--- config.mk ---
export PLATFORM = sky130hd
export DESIGN_NAME = instr_fetch_unit
export DESIGN_NICKNAME = d
export VERILOG_FILES = /design/src/rtl/rv_core_pkg.sv /design/src/rtl/fetch_pc_gen.sv /design/src/rtl/instr_fetch_unit.sv
export SDC_FILE = /design/constraint.sdc
export NUM_CORES = 1
export LEC_CHECK = 0
export ABC_AREA = 1
export CAP_MARGIN = 20
export CORE_MARGIN = 4
export CORE_UTILIZATION = 40
export CTS_CLUSTER_SIZE = 14
export DETAILED_ROUTE_END_ITERATION = 8
export DONT_BUFFER_PORTS = 1
export PLACE_DENSITY = 0.5
export SLEW_MARGIN = 5
export SYNTH_ARGS = -nofsm -noshare
export SYNTH_HDL_FRONTEND = slang
export SYNTH_SLANG_ARGS = --single-unit
--- constraint.sdc ---
create_clock -name clk -period 9.32 [get_ports clk]
set_clock_uncertainty 0.05 [all_clocks]
set_input_delay 2.796 -clock clk [delete_from_list [all_inputs] [get_ports clk]]
set_output_delay 2.796 -clock clk [all_outputs]
set_load 0.02 [all_outputs]
--- src/rtl/rv_core_pkg.sv ---
// Shared definitions for the RISC-V core front end: NOP encoding, reset PC,
// fetch FSM states and a word-alignment helper.
// Build option MISALIGN_CHECK_EN adds the FAULT fetch state.
package rv_core_pkg;

  localparam logic [31:0] NOP_INSTR        = 32'h0000_0013;
  localparam logic [31:0] DEFAULT_RESET_PC = 32'h0000_0000;

  typedef enum logic [2:0] {
    FETCH_IDLE  = 3'd0,
    FETCH_REQ   = 3'd1,
    FETCH_WAIT  = 3'd2,
    FETCH_HOLD  = 3'd3,
    FETCH_DRAIN = 3'd4
`ifdef MISALIGN_CHECK_EN
    , FETCH_FAULT = 3'd5
`endif
  } fetch_state_e;

  // Clear the byte-offset bits of an address.
  function automatic logic [31:0] word_align(input logic [31:0] addr);
    return addr & 32'hFFFF_FFFC;
  endfunction

endpackage

--- src/rtl/fetch_pc_gen.sv ---
// Program counter and next-PC select (redirect > +4 advance > hold).
// Latency: pc_nxt_o is combinational, the PC register updates on the next edge.
// Backpressure: none; the caller only asserts advance_i on an accepted request.
// Redirect targets are always forced word-aligned; with MISALIGN_CHECK_EN a
// misaligned target is also reported on misalign_o.
module fetch_pc_gen
  import rv_core_pkg::*;
#(
  parameter logic [31:0] RESET_PC = DEFAULT_RESET_PC
) (
  input  logic        clk,
  input  logic        rst,
  input  logic        redirect_i,
  input  logic [31:0] redirect_pc_i,
  input  logic        advance_i,
  output logic [31:0] pc_nxt_o
`ifdef MISALIGN_CHECK_EN
  , output logic      misalign_o
`endif
);

  logic [31:0] pc_q;
  logic [31:0] pc_d;

  // Next-PC select: a redirect overrides the sequential +4 (which wraps at 2^32).
  always_comb begin
    pc_d = pc_q;
    if (redirect_i) begin
      pc_d = word_align(redirect_pc_i);
    end else if (advance_i) begin
      pc_d = pc_q + 32'd4;
    end
  end

  // PC register.
  always_ff @(posedge clk or posedge rst) begin
    if (rst) begin
      pc_q <= RESET_PC;
    end else begin
      pc_q <= pc_d;
    end
  end

  assign pc_nxt_o = pc_d;

`ifdef MISALIGN_CHECK_EN
  assign misalign_o = redirect_i && (redirect_pc_i[1:0] != 2'b00);
`endif

endmodule

--- src/rtl/instr_fetch_unit.sv ---
// Instruction fetch: PC, single-outstanding imem req/gnt/rvalid, presented instr.
// Latency: zero-wait memory gives instr_valid 2 cycles after the request, 1 per 2 cycles.
// Backpressure: stall at response time parks in HOLD with outputs frozen, no new request.
// Build option MISALIGN_CHECK_EN: misaligned redirect -> sticky fault, fetch halts.
module instr_fetch_unit
  import rv_core_pkg::*;
#(
  parameter logic [31:0] RESET_PC = DEFAULT_RESET_PC
) (
  input  logic        clk,
  input  logic        rst,
  output logic        imem_req,
  output logic [31:0] imem_addr,
  input  logic        imem_gnt,
  input  logic        imem_rvalid,
  input  logic [31:0] imem_rdata,
  input  logic        stall,
  input  logic        redirect,
  input  logic [31:0] redirect_pc,
  output logic [31:0] instr_op_1,
  output logic [31:0] instr_pc,
  output logic        instr_valid,
  output logic        misalign_fault
);

  fetch_state_e state_q;
  logic         flush_q;   // the response still owed by memory is stale
  logic         req_q;
  logic [31:0]  addr_q;    // address of the in-flight request, distinct from the PC
  logic [31:0]  op_q;
  logic [31:0]  ipc_q;
  logic         valid_q;

  logic         redirect_ok;
  logic         advance;
  logic [31:0]  pc_nxt;

`ifdef MISALIGN_CHECK_EN
  logic         misalign;
  logic         fault_q;
  // Once faulted the unit is dead until reset, so redirects are ignored.
  assign redirect_ok = redirect && (state_q != FETCH_FAULT);
`else
  assign redirect_ok = redirect;
`endif

  // The PC only moves forward when memory accepts a request issued from REQ;
  // the grant that ends DRAIN belongs to a stale address and must not advance.
  assign advance = (state_q == FETCH_REQ) && imem_gnt;

  fetch_pc_gen #(
    .RESET_PC      (RESET_PC)
  ) u_pc_gen (
    .clk           (clk),
    .rst           (rst),
    .redirect_i    (redirect_ok),
    .redirect_pc_i (redirect_pc),
    .advance_i     (advance),
    .pc_nxt_o      (pc_nxt)
`ifdef MISALIGN_CHECK_EN
    , .misalign_o  (misalign)
`endif
  );

  // Fetch sequencing, request handshake and the presented-instruction register.
  always_ff @(posedge clk or posedge rst) begin
    if (rst) begin
      state_q <= FETCH_IDLE;
      flush_q <= 1'b0;
      req_q   <= 1'b0;
      addr_q  <= RESET_PC;
      op_q    <= NOP_INSTR;
      ipc_q   <= RESET_PC;
      valid_q <= 1'b0;
`ifdef MISALIGN_CHECK_EN
      fault_q <= 1'b0;
`endif
    end else begin
      // A presented instruction is consumed whenever downstream is not stalled.
      if (valid_q && !stall) begin
        valid_q <= 1'b0;
        op_q    <= NOP_INSTR;
      end

      case (state_q)
        FETCH_IDLE: begin
          state_q <= FETCH_REQ;
          req_q   <= 1'b1;
          addr_q  <= pc_nxt;
        end
        FETCH_REQ: begin
          // A request already on the bus cannot be withdrawn; a redirect just
          // marks its eventual response as stale.
          if (redirect_ok) begin
            flush_q <= 1'b1;
          end
          if (imem_gnt) begin
            state_q <= FETCH_WAIT;
            req_q   <= 1'b0;
          end else if (redirect_ok) begin
            state_q <= FETCH_DRAIN;
          end
        end
        FETCH_DRAIN: begin
          if (imem_gnt) begin
            state_q <= FETCH_WAIT;
            req_q   <= 1'b0;
          end
        end
        FETCH_WAIT: begin
          if (imem_rvalid) begin
            flush_q <= 1'b0;
            if (!flush_q && !redirect_ok) begin
              valid_q <= 1'b1;
              op_q    <= imem_rdata;
              ipc_q   <= addr_q;
            end
            if (!flush_q && !redirect_ok && stall) begin
              state_q <= FETCH_HOLD;
            end else begin
              state_q <= FETCH_REQ;
              req_q   <= 1'b1;
              addr_q  <= pc_nxt;
            end
          end else if (redirect_ok) begin
            flush_q <= 1'b1;
          end
        end
        FETCH_HOLD: begin
          if (redirect_ok || !stall) begin
            state_q <= FETCH_REQ;
            req_q   <= 1'b1;
            addr_q  <= pc_nxt;
          end
        end
        default: begin
        end
      endcase

      // A redirect squashes whatever is presented, including a stalled one.
      if (redirect_ok) begin
        valid_q <= 1'b0;
        op_q    <= NOP_INSTR;
      end

`ifdef MISALIGN_CHECK_EN
      // Misaligned target: stop fetching for good and drop any response.
      if (redirect_ok && misalign) begin
        state_q <= FETCH_FAULT;
        req_q   <= 1'b0;
        flush_q <= 1'b0;
        fault_q <= 1'b1;
      end
`endif
    end
  end

  assign imem_req    = req_q;
  assign imem_addr   = addr_q;
  assign instr_op_1  = op_q;
  assign instr_pc    = ipc_q;
  assign instr_valid = valid_q;
`ifdef MISALIGN_CHECK_EN
  assign misalign_fault = fault_q;
`else
  assign misalign_fault = 1'b0;
`endif

endmodule

======== Word-level counts from Yosys, hierarchy flattened ========
Cells that the tools add are included.
storage, ports and cells
  input port bits ......................... 70
  memory bits (writable) .................. 0
  memory bits (read-only) ................. 0
  latch bits .............................. 0
  memories ................................ 0
  logic and storage cells ................. 68
  output and inout port bits .............. 99
  bits in registers ....................... 134
operators by class
  equality and inequality tests ........... 10
  $mul .................................... 0
  multiplexer cells ....................... 31
  add/sub/neg operators ................... 1
  divide/modulo/power cells ............... 0
  $lt $le $gt $ge ......................... 0
  bitwise operators ....................... 0
  reductions and logical operators ........ 18
  shift operators ......................... 0
operators with widths
  cell                                                              count
  32-bit 2-to-1 mux                                                 10
  32-bit one-hot mux with 3 select lines                            1
  32-bit by 3-bit adder with 32-bit output (second input constant)  1
  3-bit 2-to-1 mux                                                  5
  3-bit one-hot mux with 5 select lines                             1
  1-bit 2-to-1 mux                                                  11
  5-bit AND reduction                                               2
  2-bit != test (second input constant)                             4
  3-bit by 2-bit == test with 1-bit output (second input constant)  2
  5-bit nonzero test                                                1
  1-bit logical AND                                                 4
  1-bit one-hot mux with 4 select lines                             1
  4-bit AND reduction                                               1
  4-bit nonzero test                                                1
  3-bit by 1-bit == test with 1-bit output (second input constant)  1
  3-bit == test (second input constant)                             1
  1-bit zero test                                                   3
  3-bit zero test                                                   1
  3-bit != test (second input constant)                             1
  3-bit AND reduction                                               1
  3-bit nonzero test                                                1
  2-bit 2-to-1 mux                                                  1
  2-bit by 1-bit != test with 1-bit output (second input constant)  1
  1-bit one-hot mux with 2 select lines                             1
  other kinds (3)                                                   3

======== Depth between registers and ports, before layout ========
Gate-level depths: netlist of run 1.
  word-level depth ........................ 7
  gate-level depth with buffers ........... 11
  depth with buffers taken out ............ 11

======== Modules after synthesis ========
Synthesis of run 1 repeated with hierarchy kept, for this count alone.
unflattened totals
  cells, all modules ...................... 785
  area total of the unflattened synthesis .. 6317.3 sq um
by module, submodules not included
  module            sequential area each (sq um)  area each (sq um)  times used  cells each
  instr_fetch_unit  2556.2                        4290.4             1           493
  fetch_pc_gen      800.8                         2026.9             1           292

======== Worst setup path after synthesis of run 1 ========
No wires, ideal clock.
  path type ............................... input to register
  start ................................... in redirect
  end ..................................... reg addr_q[13] (netlist: imem_addr[13])
  slack ................................... 5.362 ns
  cell stages on the path ................. 10
  path buffers ............................ 3
  required time ........................... 9.144 ns
  arrival ................................. 3.782 ns
  setup time .............................. 0.126 ns
  cells stage by stage .................... buf_2 -> nor2_2 -> nand2_1 -> nor2_1 -> nor2_1 -> and2_4 -> buf_6 -> buf_6 -> nand2_1 -> o21ai_0
between the ends
  longest elaborated chain between the ends .. 5
  elaborated cells between the ends (all ways) .. 12
  classes of those cells .................. eq/ne (2); mux (5); reduce/logical (5)
ends and longest elaborated chain
  element                               line                     source
  from (decl)                           instr_fetch_unit.sv:18   input logic redirect,
  1-bit zero test                       instr_fetch_unit.sv:118  if (!flush_q && !redirect_ok && stall) begin
  1-bit logical AND (2 in series)       instr_fetch_unit.sv:118
  2-bit != test (no source line)        -
  4-bit AND reduction (no source line)  -
  to (signal assigned)                  instr_fetch_unit.sv:89   addr_q <= pc_nxt;
  to (signal assigned)                  instr_fetch_unit.sv:123  addr_q <= pc_nxt;
  to (signal assigned)                  instr_fetch_unit.sv:133  addr_q <= pc_nxt;
  to (decl)                             instr_fetch_unit.sv:29   logic [31:0] addr_q;
Parallel ways exist; a longest one is shown, timed or not. The select of a mux whose other input is x is not followed.
A chain may end at the register's enable or synchronous reset.

======== Final worst setup path of run 1 ========
  start ................................... in redirect
  end ..................................... reg op_q[5] (netlist: instr_op_1[5])
between the ends
  longest elaborated chain between the ends .. 6
ends and longest elaborated chain
  element               line                     source
  1-bit zero test       instr_fetch_unit.sv:113  if (!flush_q && !redirect_ok) begin
  1-bit logical AND     instr_fetch_unit.sv:113
  32-bit 2-to-1 mux     instr_fetch_unit.sv:113
  32-bit 2-to-1 mux     instr_fetch_unit.sv:111  if (imem_rvalid) begin
  32-bit 2-to-1 mux     instr_fetch_unit.sv:85   case (state_q)
  32-bit 2-to-1 mux *   instr_fetch_unit.sv:141  if (redirect_ok) begin
  to (signal assigned)  instr_fetch_unit.sv:115  op_q <= imem_rdata;
  to (decl)             instr_fetch_unit.sv:30   logic [31:0] op_q;
Mark *: on every way between the ends. The rest lies on a longest branch, timed or not.

==> impl_results.rst, run 1 <==
.. list-table::
   :header-rows: 1

   * - Metric
     - Value
   * - Flops & latches, synth
     - ~130
   * - Slowest cell on the critical path
     - sky130_fd_sc_hd__buf_4
   * - Number of distinct library cells after synthesis
     - 39
   * - GRT Resource Usage Total
     - a little under a fifth
   * - Root Buffer
     - sky130_fd_sc_hd__clkbuf_16
   * - Ports placed on the boundary
     - 169
   * - Top cells by area, synth
     - sky130_fd_sc_hd__dfrtp_1 (52%), sky130_fd_sc_hd__nand2_1 (14%), sky130_fd_sc_hd__nand3_1 (4.8%)
   * - Antenna violations before repair
     - 1
   * - Power per unit of standard cell area
     - 198 mW/mm^2
   * - Endpoint of the worst register-to-register path
     - instr_op_1[5]
   * - Async set or reset register ratio after synthesis
     - 100%
   * - Average cell area after synthesis
     - between 8 and 9 um^2
   * - Worst IR Drop VDD
     - between 0.1 and 0.15 mV
   * - Worst Tran Pin Value
     - approximately 0.85 ns
   * - Vias in the first global route
     - a little over 5k
   * - EDFF count, synth
     - 0
   * - Synth warn
     - 0
   * - Total core area
     - 0.0153 mm^2
   * - Family with the most delay on the worst path
     - buffers and inverters
   * - Share of final-layout standard cells stronger than drive strength 1
     - between 8 and 9%
   * - Via count
     - between 5k and 6k
   * - Clock tree from TritonCTS
     - done
   * - Post-synthesis simple-gate area fraction
     - a little under a third
   * - Endpoint arrival time on the critical path
     - between 4 and 5 ns
   * - Slew Limit Headroom
     - between 40% and 50%
   * - Global placer's final weighted congestion
     - approximately 0.82
   * - Maximum count of clock buffers along a single path
     - 2
   * - Hold_sp
     - u_pc_gen.pc_q[0]
   * - Largest net degree at the start of global routing
     - between 70 and 80
   * - Count of endpoints failing hold in the final timing report
     - 0
   * - Post-route antenna net violation count
     - 0
   * - Overall die area
     - 0.0179 mm^2
   * - # resized after CTS
     - 0
   * - Fin cells
     - between 900 and 1k
   * - Via density per instance
     - approximately 5
   * - Dominant combinational cell family by area after synthesis
     - simple AND/OR/NAND/NOR gates
   * - Leakage power
     - approximately 3.4 nW
   * - R2R setup slack
     - approximately 7 ns
   * - Setup Total Neg Slack
     - 0 ns
   * - Data required time at the worst endpoint
     - approximately 9.6 ns
   * - Min Tclk post-route
     - 4.13 ns
   * - Total standard cell area after synthesis
     - around 0.0063 mm^2
   * - Most used standard cell by instance count after synthesis
     - sky130_fd_sc_hd__nand2_1
   * - Net count of the mapped netlist
     - about 860
   * - Dominant cell type by area after synthesis
     - sky130_fd_sc_hd__dfrtp_1
   * - Fraction of the mapped netlist area in compound gates
     - 7.88%
   * - Effective utilization at floorplan
     - between 40% and 50%
   * - Setup slack after placement
     - 4.74 ns
   * - Count of buffers inserted at the top-level ports
     - 0
   * - Post-layout util
     - roughly 46%
   * - Setup fix buffers added after clock tree synthesis
     - 0
   * - Clk_lat worst skew
     - 0.42 ns
   * - Most common flop cell mapped by yosys
     - sky130_fd_sc_hd__dfrtp_1
   * - Max stage delay on crit path
     - approximately 0.56 ns
   * - Count of final max-slew check failures
     - 0
   * - Fraction of the cycle the final worst path needs
     - 44.3%
   * - Portion of netlist area occupied by mux cells
     - 0%
   * - Number of setup violations in the final report
     - 0
   * - Area added between synthesis and finish
     - 11.0%
   * - Overflow left after global routing
     - 0
   * - Status
     - finished clean
   * - Post-detail-place hpwl
     - roughly 11 mm
   * - Post-detailed-route DRC marker count
     - 0
   * - H-tree lvl count
     - 4
   * - Number of placement rows
     - 45
   * - Instance count of the mapped netlist
     - about 790
   * - Worst r2r path cells
     - 8
   * - Wire length of the first global-routing pass
     - approximately 27 mm
   * - Cell count after placement
     - a little under 1k
   * - Routed len/inst
     - 16.2 um
   * - Fraction of the mapped netlist area in adder cells
     - 0.198%
   * - Horizontal die dimension
     - 134 um
   * - Type of origin of the critical path
     - input port
   * - Post-synth top area share
     - between 50 and 60%
   * - Fmax
     - approximately 240 MHz
   * - Worst setup margin
     - ~5.2 ns
   * - Hold path cells
     - 2
   * - Sink of the worst hold path
     - u_pc_gen.pc_q[0]
   * - CTS clk-pin slew, worst paths
     - about 0.060 ns
   * - Worst Path Buf+Inv
     - 2
   * - Antenna cell count
     - 0
   * - Worst Hold Slack
     - roughly 0.44 ns
   * - R2R Path Start
     - state_q[0]
   * - Wire length reported by the detailed router
     - 16.2 mm
   * - Post-synthesis xor/xnor area fraction
     - less than 1%
   * - Final net count
     - 846
   * - Total clock buffers created by CTS
     - 17
   * - Unrepaired setup endpoints after global routing
     - no
   * - Clk sink count
     - ~130
   * - Critical path class
     - in -> reg
   * - Height of the die
     - 134 um
   * - Ordered list of cells on the worst path
     - nor2_2, nand3_2, buf_4, inv_2, a21oi_1, nor3_1
   * - Count of TritonRoute iterations in the first routing pass
     - 4
   * - Crit end category
     - register
   * - Leading cell types by count after synthesis
     - sky130_fd_sc_hd__nand2_1 (238), sky130_fd_sc_hd__dfrtp_1 (131), sky130_fd_sc_hd__nor2_1 (72)
   * - Number of DRC markers after the initial detailed-route iteration
     - 229
   * - Maximum fanout count along the critical path
     - 71
   * - Number of max-cap violations
     - 0
   * - Hold WC Path Type
     - reg -> reg
   * - Cts-stage hold buffer count
     - 0
   * - Share of the yosys chip area belonging to registers
     - a little over half
-- worst max path at each step --
stage | startpoint | end | slack [ns] | cells past startpoint
2_1_floorplan | rst | flush_q | 2.90 | 1
3_3_place_gp | redirect | instr_op_1[31] | 4.82 | 6
3_5_place_dp | redirect | instr_op_1[5] | 4.74 | 6
4_1_cts | redirect | instr_op_1[5] | 5.19 | 6
5_1_grt | redirect | instr_op_1[21] | 5.02 | 6
6_report | redirect | instr_op_1[5] | 5.19 | 6
-- power by group --
group          switching (W)  leakage, nW  internal (W)  total (W)
logic              0.0000481         1.40     0.0000249  0.0000730
registers          0.0000392         1.71      0.000605   0.000645
clock network       0.000255        0.293      0.000415   0.000670
-- kinds of logic (layout without fill, tap and decap cells) --
logic type                 Yosys count  in the layout
AOI/OAI and AO/OA                   93             93
buffers and inverters              110            111
xor gates and xnor gates             5              5
other                                1              1
DFF                                134            134
and+or+nand+nor                    443            443
adders and majority gates            1              1
-- cells in the final DEF, fill, tap and decap left out, types with 2 or more instances in the layout --
| master | count |
|---|---|
| sky130_fd_sc_hd__clkbuf_16 | 17 |
| sky130_fd_sc_hd__a21boi_0 | 3 |
| sky130_fd_sc_hd__o21a_1 | 2 |
| sky130_fd_sc_hd__and2_1 | 11 |
| sky130_fd_sc_hd__nand3_1 | 61 |
| sky130_fd_sc_hd__nor3_1 | 22 |
| sky130_fd_sc_hd__o211ai_1 | 2 |
| sky130_fd_sc_hd__nor2_4 | 2 |
| sky130_fd_sc_hd__xor2_1 | 2 |
| sky130_fd_sc_hd__xnor2_1 | 3 |
| sky130_fd_sc_hd__or2_2 | 15 |
| sky130_fd_sc_hd__a21oi_1 | 31 |
| sky130_fd_sc_hd__clkbuf_8 | 3 |
| sky130_fd_sc_hd__dfstp_2 | 3 |
| sky130_fd_sc_hd__a31oi_1 | 2 |
| sky130_fd_sc_hd__clkinv_2 | 4 |
| sky130_fd_sc_hd__nor2_2 | 3 |
| sky130_fd_sc_hd__inv_6 | 2 |
| sky130_fd_sc_hd__nor2_1 | 72 |
| sky130_fd_sc_hd__nand4_1 | 13 |
| sky130_fd_sc_hd__buf_4 | 3 |
| sky130_fd_sc_hd__nand2_1 | 238 |
| sky130_fd_sc_hd__inv_1 | 69 |
| sky130_fd_sc_hd__o21ai_0 | 42 |
| sky130_fd_sc_hd__bufinv_16 | 2 |
| sky130_fd_sc_hd__o21ai_1 | 7 |
| sky130_fd_sc_hd__inv_2 | 5 |
| sky130_fd_sc_hd__clkinv_4 | 3 |
| sky130_fd_sc_hd__nand3b_1 | 3 |
| sky130_fd_sc_hd__dfrtp_1 | 131 |
-- flip-flops by register name (all words and copies together), names as in the netlist --
signal / flops
u_pc_gen.pc_q: 32
imem_addr: 32
instr_pc: 32
flush_q: 1
imem_req: 1
state_q: 3
instr_valid: 1
instr_op_1: 32
-- metrics by stage --
step | instance area, um^2 | power [W]
after floorplan | 6320 | 0.000708
after global placement | 6420 | 0.000728
after detailed placement | 6420 | 0.000730
after CTS | 7010 | 0.00141
after global routing | 7010 | 0.00145
final | 7010 | 0.00139
-- tightest hold or removal path: cells and delay by family (launching register included) --
kind | cells | cell delay [ns]
buf+inv | 1 | 0.05
simple gates | 1 | 0.04
flops | 1 | 0.36
-- final cells by class --
| class | count | area (um^2) |
|---|---|---|
| clock buffer | 21 | 470 |
| clock inverter | 11 | 123 |
| fill | 1603 | 8300 |
| inverter | 76 | 290 |
| multi-input combinational | 543 | 2480 |
| sequential | 134 | 3360 |
| tap | 211 | 264 |
| timing repair buffer | 3 | 22.5 |
-- layer usage --
metal / global-route usage [%] / part of all wire (%)
met4: 5.77 / 1.2
met5: 0 / 0.11
met3: 6.65 / 6.6
met2: 30.4 / 47
met1: 24.2 / 45
Note: power is estimated with default switching activity, not from simulation.
==> inputs of run 2 (changes only) <==
- clock period: 9.32 -> 3.92 ns (I/O delays scaled with it)
==> impl_results.rst, run 2 (synthesis results as in run 1) <==
.. list-table::
   :header-rows: 1

   * - Metric
     - Value
   * - Critical path class
     - in -> reg
   * - Min Tclk post-route
     - ~2.4 ns
   * - Post-detailed-route DRC marker count
     - 0
   * - Cts-stage hold buffer count
     - 0
   * - Most common cell after layout, fill and taps aside
     - sky130_fd_sc_hd__nand2_1
   * - Height of the die
     - ~130 um
   * - Fmax
     - around 420 MHz
   * - H-tree lvl count
     - 4
   * - Post-place instance area
     - 0.00646 mm^2
   * - Fill cell count
     - approximately 1.5k
   * - Number of placement rows
     - 45
   * - Ports placed on the boundary
     - approximately 170
   * - Wire length reported by the detailed router
     - roughly 16 mm
   * - Share of final-layout standard cells stronger than drive strength 1
     - under 10%
   * - Endpoint of the worst register-to-register path
     - instr_op_1[7]
   * - CTS clk-pin slew, worst paths
     - approximately 0.060 ns
   * - Routed len/inst
     - around 16 um
   * - Area added between synthesis and finish
     - 12.1%
   * - Type of origin of the critical path
     - input port
   * - Worst Hold Slack
     - between 0.4 and 0.5 ns
   * - Endpoint arrival time on the critical path
     - roughly 2.6 ns
   * - Count of final max-slew check failures
     - 0
   * - Setup fix buffers added after clock tree synthesis
     - 0
   * - Horizontal die dimension
     - between 100 and 150 um
   * - Post-layout util
     - a little under half
   * - Power per unit of standard cell area
     - roughly 480 mW/mm^2
   * - Clk sink count
     - between 100 and 150
   * - R2R Path Start
     - instr_valid
   * - Overall die area
     - 0.0179 mm^2
   * - Total clock buffers created by CTS
     - 17
   * - Via count
     - around 5k
   * - Final net count
     - around 850
   * - Fraction of the cycle the final worst path needs
     - about three fifths
   * - Clk_lat worst skew
     - between 0.4 and 0.5 ns
   * - FF+latch area
     - 0.00336 mm^2
   * - Overflow left after global routing
     - 0
   * - Crit path from
     - stall
   * - Effective utilization at floorplan
     - between 40% and 50%
   * - Number of max-cap violations
     - 0
   * - Slew Limit Headroom
     - between 40% and 50%
   * - Wire length of the first global-routing pass
     - 26.9 mm
   * - Post-detail-place hpwl
     - between 10 and 15 mm
   * - Status
     - finished clean
   * - Clock tree from TritonCTS
     - done
   * - Post-route antenna net violation count
     - 0
   * - Setup Total Neg Slack
     - 0 ns
   * - Worst IR Drop VDD
     - approximately 0.29 mV
   * - Worst Tran Pin Value
     - 0.769 ns
   * - Setup slack after placement
     - ~1.1 ns
   * - Count of endpoints failing hold in the final timing report
     - 0
   * - Total length of routed met2 wires
     - 7.68 mm
   * - Worst r2r path cells
     - 5
   * - Count of buffers inserted at the top-level ports
     - 0
   * - Antenna violations before repair
     - 0
   * - Multi-input gate area
     - 0.00248 mm^2
   * - Unrepaired setup endpoints after global routing
     - no
   * - Number of setup violations in the final report
     - 0
   * - GRT Resource Usage Total
     - 18.8%
   * - Top routing layer in use
     - met4
   * - R2R setup slack
     - 1.75 ns
   * - Maximum fanout count along the critical path
     - 27
   * - Crit end category
     - register
   * - Data required time at the worst endpoint
     - between 4 and 5 ns
   * - Highest-count cells in the layout ignoring fill and taps
     - sky130_fd_sc_hd__nand2_1 (238), sky130_fd_sc_hd__dfrtp_1 (131), sky130_fd_sc_hd__nor2_1 (72), sky130_fd_sc_hd__inv_1 (69), sky130_fd_sc_hd__nand3_1 (61)
   * - # resized after CTS
     - 0
   * - Vias in the first global route
     - slightly above 5k
   * - Hold WC Path Type
     - reg -> reg
   * - Via density per instance
     - around 5.0
   * - Finished layout cell area
     - slightly above 0.007 mm^2
   * - Leakage power
     - approximately 3.4 nW
   * - CP Capture Point
     - instr_op_1[7]
   * - Total core area
     - about 0.015 mm^2
   * - Worst setup margin
     - roughly 1.5 ns
   * - Number of DRC markers after the initial detailed-route iteration
     - 237
   * - Routed length on met1
     - 7.14 mm
   * - Met3 WL
     - 1.18 mm
   * - Count of TritonRoute iterations in the first routing pass
     - 4
   * - Largest net degree at the start of global routing
     - between 80 and 90
   * - Maximum count of clock buffers along a single path
     - 2
   * - Root Buffer
     - sky130_fd_sc_hd__clkbuf_16
   * - Global placer's final weighted congestion
     - 0.821
==> run 2: changes by cell type in the layout (fill, tap and decap cells not counted), sizes merged <==
cell,delta
clkinv,-2
bufinv,+2
diode,+1
inv,-1
buf,+2
clkbuf,-1
clkinvlp,+2
==> run 2: worst min path at each step <==
stage | endpoint | cells after the start | slack, ns | start
after floorplan | u_pc_gen.pc_q[0] | 2 | 0.41 | u_pc_gen.pc_q[0]
after global placement | u_pc_gen.pc_q[0] | 2 | 0.42 | u_pc_gen.pc_q[0]
after detailed placement | u_pc_gen.pc_q[1] | 2 | 0.42 | u_pc_gen.pc_q[1]
after CTS | u_pc_gen.pc_q[1] | 2 | 0.43 | u_pc_gen.pc_q[1]
after global routing | u_pc_gen.pc_q[1] | 2 | 0.45 | u_pc_gen.pc_q[1]
final | u_pc_gen.pc_q[1] | 2 | 0.43 | u_pc_gen.pc_q[1]
==> run 2: cell type report <==
class | instances | area share (%)
multi-input combinational | 543 | 35.1
timing repair buffer | 5 | 0.883
clock buffer | 20 | 6.31
clock inverter | 12 | 2.49
sequential | 134 | 47.4
tap | 211 | 3.73
inverter | 76 | 4.08
antenna | 1 | 0.0353
==> run 2: per-stage QoR <==
stage                     instances  total power (W)
final                          1002          0.00340
after global routing           1001          0.00355
after CTS                      1001          0.00345
after detailed placement        969          0.00174
after global placement          969          0.00173
after floorplan                 787          0.00168
==> run 2: metal layers <==
layer  global-route usage (%)  vias to the layer above
met5                        0                        -
met4                     6.86                        0
met3                     6.57                       19
met2                     30.4                      146
met1                     23.5                     2404
li1                         -                     2482
==> run 2: where the power goes <==
group / leakage (nW) / internal (W) / total [W] / switching [W]
Clock: 0.300 / 0.00108 / 0.00169 / 0.000612
Combinational: 1.42 / 0.0000625 / 0.000177 / 0.000115
Sequential: 1.71 / 0.00144 / 0.00153 / 0.0000935
Total: 3.43 / 0.00258 / 0.00340 / 0.000820
==> run 2: critical path: stages <==
cell and delay, ns:
sky130_fd_sc_hd__nor2_1 0.26, sky130_fd_sc_hd__clkinv_1 0.69, sky130_fd_sc_hd__nand3_1 0.37, sky130_fd_sc_hd__o21ai_0 0.11
